[src/rtl/power3_result_buffer.sv]
// power3_result_buffer
//   Captures results from the fixed-latency, unstallable power3 cube pipeline
//   into a small FIFO. The FIFO presents them on a valid/ready interface.
//   A credit counter throttles the upstream issuer so the FIFO can never
//   overflow.
//
// Parameters
//   LATENCY : cycles from a sample on power3.i_x to its result on
//             power3.o_xPower (>= 1)
//   DEPTH   : FIFO entries (power of two, >= 2)
//
// Ports
//   i_clk      : clock
//   i_srst     : synchronous active-high reset
//   i_xValid   : upstream drives a real sample into power3 this cycle
//   o_xReady   : a credit is available; an issue this cycle is accepted
//   i_xPower   : power3.o_xPower
//   o_data     : result at the FIFO head (zero when o_valid is low)
//   o_valid    : FIFO non-empty
//   i_ready    : consumer takes o_data this cycle
//   o_overflow : sticky flag, set by an issue made without a credit
module power3_result_buffer #(
  parameter int unsigned LATENCY = 3,
  parameter int unsigned DEPTH   = 8
) (
  input  logic       i_clk,
  input  logic       i_srst,
  input  logic       i_xValid,
  output logic       o_xReady,
  input  logic [7:0] i_xPower,
  output logic [7:0] o_data,
  output logic       o_valid,
  input  logic       i_ready,
  output logic       o_overflow
);

  localparam int unsigned AW = $clog2(DEPTH);
  localparam int unsigned PW = AW + 1;
  localparam int unsigned DW = 8;

  // State registers
  logic [PW-1:0]      credits_q, credits_d;
  logic               ready_q, ready_d;
  logic [LATENCY-1:0] pipe_q, pipe_d;
  logic [PW-1:0]      wptr_q, wptr_d;
  logic [PW-1:0]      rptr_q, rptr_d;
  logic               valid_q, valid_d;
  logic [DW-1:0]      data_q, data_d;
  logic               ovf_q, ovf_d;
  logic               armed_q;

  logic [DW-1:0]      mem [DEPTH];

  // Per-cycle events
  logic               accept;
  logic               reject;
  logic               pop;
  logic               wr_en;
  logic               full;
  logic [DW-1:0]      head;

  // Next-state logic for credits, valid pipe, pointers and registered outputs
  always_comb begin
    accept    = i_xValid && ready_q;
    reject    = i_xValid && !ready_q;
    pop       = valid_q && i_ready;
    wr_en     = pipe_q[LATENCY-1];
    full      = (wptr_q[AW-1:0] == rptr_q[AW-1:0]) && (wptr_q[AW] != rptr_q[AW]);

    credits_d = credits_q;
    unique case ({accept, pop})
      2'b10:   credits_d = credits_q - PW'(1);
      2'b01:   credits_d = credits_q + PW'(1);
      default: credits_d = credits_q;
    endcase
    // Ready is registered, so i_ready has no combinational path to o_xReady.
    ready_d   = (credits_d != '0);

    // Bit 0 takes the accepted issue; the MSB marks a real result on i_xPower.
    pipe_d    = LATENCY'(pipe_q << 1) | LATENCY'(accept);

    wptr_d    = wptr_q + PW'(wr_en);
    rptr_d    = rptr_q + PW'(pop);
    valid_d   = (wptr_d != rptr_d);

    // A write into the slot that becomes the head must bypass the memory.
    if (wr_en && (wptr_q[AW-1:0] == rptr_d[AW-1:0])) begin
      head = i_xPower;
    end else begin
      head = mem[rptr_d[AW-1:0]];
    end
    data_d    = valid_d ? head : '0;

    ovf_d     = ovf_q | reject;
  end

  // Control and output registers
  always_ff @(posedge i_clk) begin
    if (i_srst) begin
      credits_q <= PW'(DEPTH);
      ready_q   <= 1'b1;
      pipe_q    <= '0;
      wptr_q    <= '0;
      rptr_q    <= '0;
      valid_q   <= 1'b0;
      data_q    <= '0;
      ovf_q     <= 1'b0;
      armed_q   <= 1'b1;
    end else begin
      credits_q <= credits_d;
      ready_q   <= ready_d;
      pipe_q    <= pipe_d;
      wptr_q    <= wptr_d;
      rptr_q    <= rptr_d;
      valid_q   <= valid_d;
      data_q    <= data_d;
      ovf_q     <= ovf_d;
    end
  end

  // Result storage; contents need no reset because the pointers gate them
  always_ff @(posedge i_clk) begin
    if (!i_srst && wr_en) begin
      mem[wptr_q[AW-1:0]] <= i_xPower;
    end
  end

  assign o_xReady   = ready_q;
  assign o_valid    = valid_q;
  assign o_data     = data_q;
  assign o_overflow = ovf_q;

  // Credit conservation: credits + in-flight slots + occupancy == DEPTH
  logic [PW-1:0] occ;
  int unsigned   inflight;

  always_comb begin
    occ      = wptr_q - rptr_q;
    inflight = 0;
    for (int unsigned i = 0; i < LATENCY; i++) begin
      inflight = inflight + 32'(pipe_q[i]);
    end
  end

  always_ff @(posedge i_clk) begin
    if (!i_srst && armed_q) begin
      assert (!(wr_en && full));
      assert ((32'(credits_q) + inflight + 32'(occ)) == DEPTH);
    end
  end

endmodule

[config.mk]
export PLATFORM = sky130hd
export DESIGN_NAME = power3_result_buffer
export DESIGN_NICKNAME = d
export VERILOG_FILES = /design/src/rtl/power3_result_buffer.sv
export SDC_FILE = /design/constraint.sdc
export NUM_CORES = 1
export LEC_CHECK = 0
export ABC_AREA = 1
export CAP_MARGIN = 20
export CORE_MARGIN = 2
export CORE_UTILIZATION = 60
export CTS_BUF_LIST = sky130_fd_sc_hd__clkbuf_4 sky130_fd_sc_hd__clkbuf_8
export CTS_CLUSTER_DIAMETER = 60
export DETAILED_ROUTE_END_ITERATION = 8
export GPL_ROUTABILITY_DRIVEN = 0
export GPL_TIMING_DRIVEN = 0
export PLACE_DENSITY = 0.76
export RECOVER_POWER = 25
export SYNTH_ARGS = -nofsm -noshare
export SYNTH_HDL_FRONTEND = slang
export SYNTH_SLANG_ARGS = --single-unit
[constraint.sdc]
create_clock -name i_clk -period 2 [get_ports i_clk]
set_clock_uncertainty 0.1 [all_clocks]
set_input_delay 0.2 -clock i_clk [delete_from_list [all_inputs] [get_ports i_clk]]
set_output_delay 0.2 -clock i_clk [all_outputs]
set_load 0.01 [all_outputs]
Yosys cells after proc, flatten, opt, wreduce, memory -nomap -nowiden
Memories as Yosys holds them, arrays and structs flattened. A register that Yosys moved wholly into a read port is not among the register bits.
Cells that the tools add are included.
Operators by class
  reductions and logical operators: 8
  bitwise operators: 3
  $add $sub $neg: 4
  equality and inequality tests: 3
  muxes and demuxes: 3
Operators by type and width (count)
  adder 4 x 1 -> 4 bit: 2
  one-hot mux 4 bit (2 select lines): 1
  adder 4 x 1 -> 4 bit (second input constant): 1
  logical AND 1 bit: 4
  inequality test 4 bit: 1
  nonzero test 4 bit: 1
  subtractor 4 x 1 -> 4 bit (second input constant): 1
  bitwise OR 3 x 1 -> 3 bit: 1
  equality test 2 x 1 -> 1 bit (second input constant): 1
  equality test 2 bit (second input constant): 1
  logical NOT 1 bit: 2
  two-way mux 1 bit: 2
  OR reduction 2 bit: 1
  NOT 1 bit: 1
  bitwise OR 1 bit: 1
Word-level totals
  logic and storage cells: 29
  RAM bits: 64
  output and inout bits: 11
  bits in registers: 18
  memories: 1
Memory list
  mem: words 8, bits a word 8, rd ports 1, clocked after Yosys merged registers in 1, wr ports 1, line 52  | logic [DW-1:0] mem [DEPTH];

Logic depth before layout (Yosys ltp)
Gate-level depths: netlist of run 1.
  depth after elaboration: 5
  depth in mapped cells: 14
  mapped depth without buffers: 14

Worst setup path after synthesis of run 1
Ideal clock, no wire load.
  path type: reg-to-reg
  start point: register valid_q, in the netlist o_valid
  end point: register data_q[0], in the netlist o_data[0] (read register of mem)
  setup slack: 0.059 ns
  data required time: 1.778 ns
  arrival: 1.720 ns
  buffers on the path: 1
  cell stages (with the launch flop): 15
  cell sequence: dfxtp_1 > nand2_1 > inv_1 > ha_1 > ha_1 > buf_4 > inv_2 > nand2_1 > nand3_1 > nor2_2 > nand2_4 > inv_2 > nand2_1 > nand2_1 > nor2_1
Between the ends
  cells in the longest elaborated chain, start to end: 5
Ends and longest elaborated chain
  from (decl): line 47  | logic valid_q, valid_d;
  from (signal assigned): line 115  | valid_q <= valid_d;
  logical AND 1 bit *: line 66  | pop = valid_q && i_ready;
  adder 4 x 1 -> 4 bit *: line 83  | rptr_d = rptr_q + PW'(pop);
  named net rptr_d[1]: line 46  | logic [PW-1:0] rptr_q, rptr_d;
  inequality test 4 bit: line 84  | valid_d = (wptr_d != rptr_d);
  NOT 1 bit (no line)
  OR reduction 2 bit (no line)
  to (decl): line 48  | logic [DW-1:0] data_q, data_d;
Mark *: on every way through the listed nets, which the timed path passes. The rest lies on a longest branch.
A chain may end at the register's enable or synchronous reset.

Final worst setup path of run 1
  start point: register valid_q, in the netlist o_valid
  end point: register data_q[1], in the netlist o_data[1] (read register of mem)
The elaborated chain is that of the path after synthesis.

==> reports/metrics.yaml, run 1 <==
run:
  drv_cap: 0
clock_network:
  ctsLongestPathBuffers: 2
  h-tree-depth: 3
  worstSkewPairLatency_ns: 0.36
  path_clk_slew_ns: 0.10
  cts_tree: "done"
  cts_made_buffers: 9
  cts_root_buffer: "clkbuf_8"
  cts.sinks: 90
routing:
  drc: 0
  ant_nets: 0
  drtIter0Drc: 219
  routedWlPerCell_um: 15.44
  viasPerCell: 5.430
  dr.pass1.iters: 4
  vias: 2802
  drt_wl_total_um: 7967
synthesis:
  synth_adder_area_share_pct: 2.761
  ys.flop_type: "edfxtp_1"
  synth_top_family_by_area: "simple AND/OR/NAND/NOR gates"
  yosysMostFrequentCell: "nand2_1"
  syn_avg_cell_area_um2: 9.842
  ys_top_cells_by_count: "nand2_1, edfxtp_1, nand3_1"
  syn_nets: 416
  synth_xor_area_share_pct: 0.6742
  synth_edf_count: 64
  post-synth-top-area-cell: "edfxtp_1"
  syn-cell-area_mm2: 0.003897
  synthCells: 396
  yosys.area_share.simple_pct: 26.42
  synthArstFlopShare_pct: 0
  seq_area_frac_synth_pct: 62.66
  yosys_warnings: 0
  ys_types: 27
  synth_compound_area_share_pct: 1.252
  ys_ff_latch: 90
  synthMuxAreaShare_pct: 0.2568
  ys_top_cells_by_area: "edfxtp_1, dfxtp_1, nand2_1"
  synth_top_area_share_pct: 49.31
placement:
  io_buffers: 21
  place_ws_ns: -0.5844
  post_dp_cell_area_mm2: 0.004204
  dp_hpwl_um: 5273
critical_path:
  reg2reg_slack_ns: 0.09
  cp.depth: 13
  end_kind: "register"
  crit_arrival_ns: 2.08
  cp.required_ns: 2.17
  cp_slowest_cell: "dfxtp_2"
  critPathBufInv: 3
  path_common_cell: "nand2_1"
  cp_slowest_stage_delay_ns: 0.33
  crit_path_start_kind: "register"
  timing.rr.end: "o_data[1]"
  r2r_start: "o_valid"
  cp_max_fo: 10
  r2r_cells: 13
  critical-path-top-delay-family: "simple AND/OR/NAND/NOR gates"
  worstPathCellList: "nand2_1, inv_2, ha_4, ha_4, inv_4, nand2_1, nand3_2, nor2_4, nand2_4, nand3_1, nand2_1, inv_1, nor2_2"
  crit_end: "o_data[1]"
  critPathLaunch: "o_valid"
  criticalPathCategory: "register to register"
sta:
  setup_ws_ns: 0.08628
  finalSetupViolCount: 0
  rsz0062_at_grt: "true"
  tightestPinTransition_ns: 0.8467
  timing.final.crit_share_pct: 95.69
  slew_headroom_pct: 43.34
  max_freq_mhz: 522.5
  hold_viol_final: 0
  period_minus_slack_ns: 1.914
  slew_viol_final: 0
power_and_ir_drop:
  clkPwrFrac_pct: 30.2
  intPower_uw: 2767
  peakVddDrop_mv: 0.6602
  power_frac_seq_pct: 54.8
  swShare_pct: 27.16
  pwr-share-comb_pct: 15.0
  power_density_mw_per_mm2: 844.7
  totalPowerFinal_uw: 3798
  p_leak_uw: 0.001803
  net-switching-power_uw: 1032
die:
  die_y_um: 84.60
  initial_utilization_pct: 61.73
  dieArea_mm2: 0.007156
  die_w_um: 84.60
  rows: 29
  io_pins: 23
  core-area_mm2: 0.006314
grt:
  grt_pass1_wl_um: 13070
  antenna_found_initial: 0
  grt_pass1_vias: 2674
  track_usage_pct: 24.25
  grt_max_degree: 17
  grt_overflow: 0
final_layout:
  seqCellArea_mm2: 0.002445
  nets: 454
  post-route-cell-area_mm2: 0.004497
  layout-drive-gt1-share_pct: 13.44
  multi_input_area_mm2: 0.001264
  antennaDiodeCount: 0
  area_delta_synth_final_pct: 15.38
  fin_util_pct: 71.22
  nFillCells: 485
status:
  status: "finished, final reports clean"
min_path:
  hold_class: "input pin to register"
## layout by cell type (no fill, tap or decap), drive strengths merged
cell	Yosys	final
ha	7	7
nor2	35	35
fa	1	1
a21oi	4	4
inv	39	41
o21bai	1	1
mux2i	1	1
clkinvlp	0	4
nand2	131	132
clkdlybuf4s50	0	15
buf	14	19
o21ai	2	2
edfxtp	64	64
dfxtp	26	26
xnor2	2	2
clkbuf	1	11
dlygate4sd3	0	6
nand4	4	4
xor2	1	1
nand3	63	63
## power by group through the flow
stage                     Sequential [uW]  Clock [uW]  Combinational, uW
final                                2080        1150                569
after global routing                 2090        1230                641
after global placement               2120           0                509
after CTS                            2080        1150                544
after floorplan                      2130           0                342
after detailed placement             2120           0                523
## timing repair
action,in CTS,in global routing
endpoints found under the setup margin,9,9
pin swaps,3,4
gates resized for setup,10,9
gates cloned,1,0
hold buffers,0,0
buffers inserted,4,2
## final cells by class
| class | count | share of cell area [%] |
|---|---|---|
| plain buffers | 14 | 1.976 |
| well taps | 77 | 2.142 |
| flip-flops and latches | 90 | 54.37 |
| clock inverters | 6 | 1.113 |
| multi-input cells | 253 | 28.10 |
| repair buffers | 27 | 5.954 |
| clock buffers | 10 | 2.922 |
| inverters | 39 | 3.422 |
## sequential cells by signal, summed over array words and instances (netlist names)
| signal | flops |
|---|---|
| credits_q | 4 |
| mem | 64 |
| o_data | 8 |
| o_overflow | 1 |
| o_valid | 1 |
| o_xReady | 1 |
| pipe_q | 3 |
| rptr_q | 4 |
| wptr_q | 4 |
## per-stage QoR
stage,hold slack [ns],setup TNS [ns],instances
2_1_floorplan,0.1989,0,396
3_3_place_gp,0.3003,-5.280,494
3_5_place_dp,0.3081,-5.580,494
4_1_cts,0.04643,0,515
5_1_grt,0.04966,-0.05635,516
6_report,0.04657,0,516
## kinds of logic after synthesis
family          Yosys count
buf+inv                  54
xor+xnor                  3
flops                    90
mux                       1
fa+ha+maj                 8
compound gates            7
simple gates            233
## worst min-delay path by stage
| stage | startpoint | endpoint | slack, ns | cells past startpoint |
|---|---|---|---|---|
| 2_1_floorplan | i_xPower[0] | mem[0][0] | 0.20 | 0 |
| 3_3_place_gp | pipe_q[0] | pipe_q[1] | 0.30 | 2 |
| 3_5_place_dp | pipe_q[0] | pipe_q[1] | 0.31 | 2 |
| 4_1_cts | i_srst | o_overflow | 0.05 | 2 |
| 5_1_grt | i_srst | wptr_q[3] | 0.05 | 2 |
| 6_report | i_srst | o_overflow | 0.05 | 2 |
## metal layers
layer	global-route usage [%]	part of all wire [%]	routed length, um
met1	34.27	45	3586
met2	36.94	46	3642
met3	5.211	7.0	554
met4	9.957	2.3	182
met5	0	0	0
No activity file was read; power rests on OpenSTA's default activity.
==> run 2, diff against run 1 <==
--- a/config.mk
+++ b/config.mk
@@ -6,7 +6,6 @@
 export NUM_CORES = 1
 export LEC_CHECK = 0
 export ABC_AREA = 1
-export CAP_MARGIN = 20
 export CORE_MARGIN = 2
 export CORE_UTILIZATION = 60
 export CTS_BUF_LIST = sky130_fd_sc_hd__clkbuf_4 sky130_fd_sc_hd__clkbuf_8
@@ -16,6 +15,7 @@
 export GPL_TIMING_DRIVEN = 0
 export PLACE_DENSITY = 0.76
 export RECOVER_POWER = 25
+export SLEW_MARGIN = 20
 export SYNTH_ARGS = -nofsm -noshare
 export SYNTH_HDL_FRONTEND = slang
 export SYNTH_SLANG_ARGS = --single-unit
==> results of run 2 <==
No change in the layout: final DEF, timing and power equal those of run 1.
==> run 3, diff against run 2 <==
--- a/config.mk
+++ b/config.mk
@@ -10,6 +10,7 @@
 export CORE_UTILIZATION = 60
 export CTS_BUF_LIST = sky130_fd_sc_hd__clkbuf_4 sky130_fd_sc_hd__clkbuf_8
 export CTS_CLUSTER_DIAMETER = 60
+export CTS_CLUSTER_SIZE = 16
 export DETAILED_ROUTE_END_ITERATION = 8
 export GPL_ROUTABILITY_DRIVEN = 0
 export GPL_TIMING_DRIVEN = 0
==> results of run 3 <==
No change in the layout: final DEF, timing and power equal those of run 1.
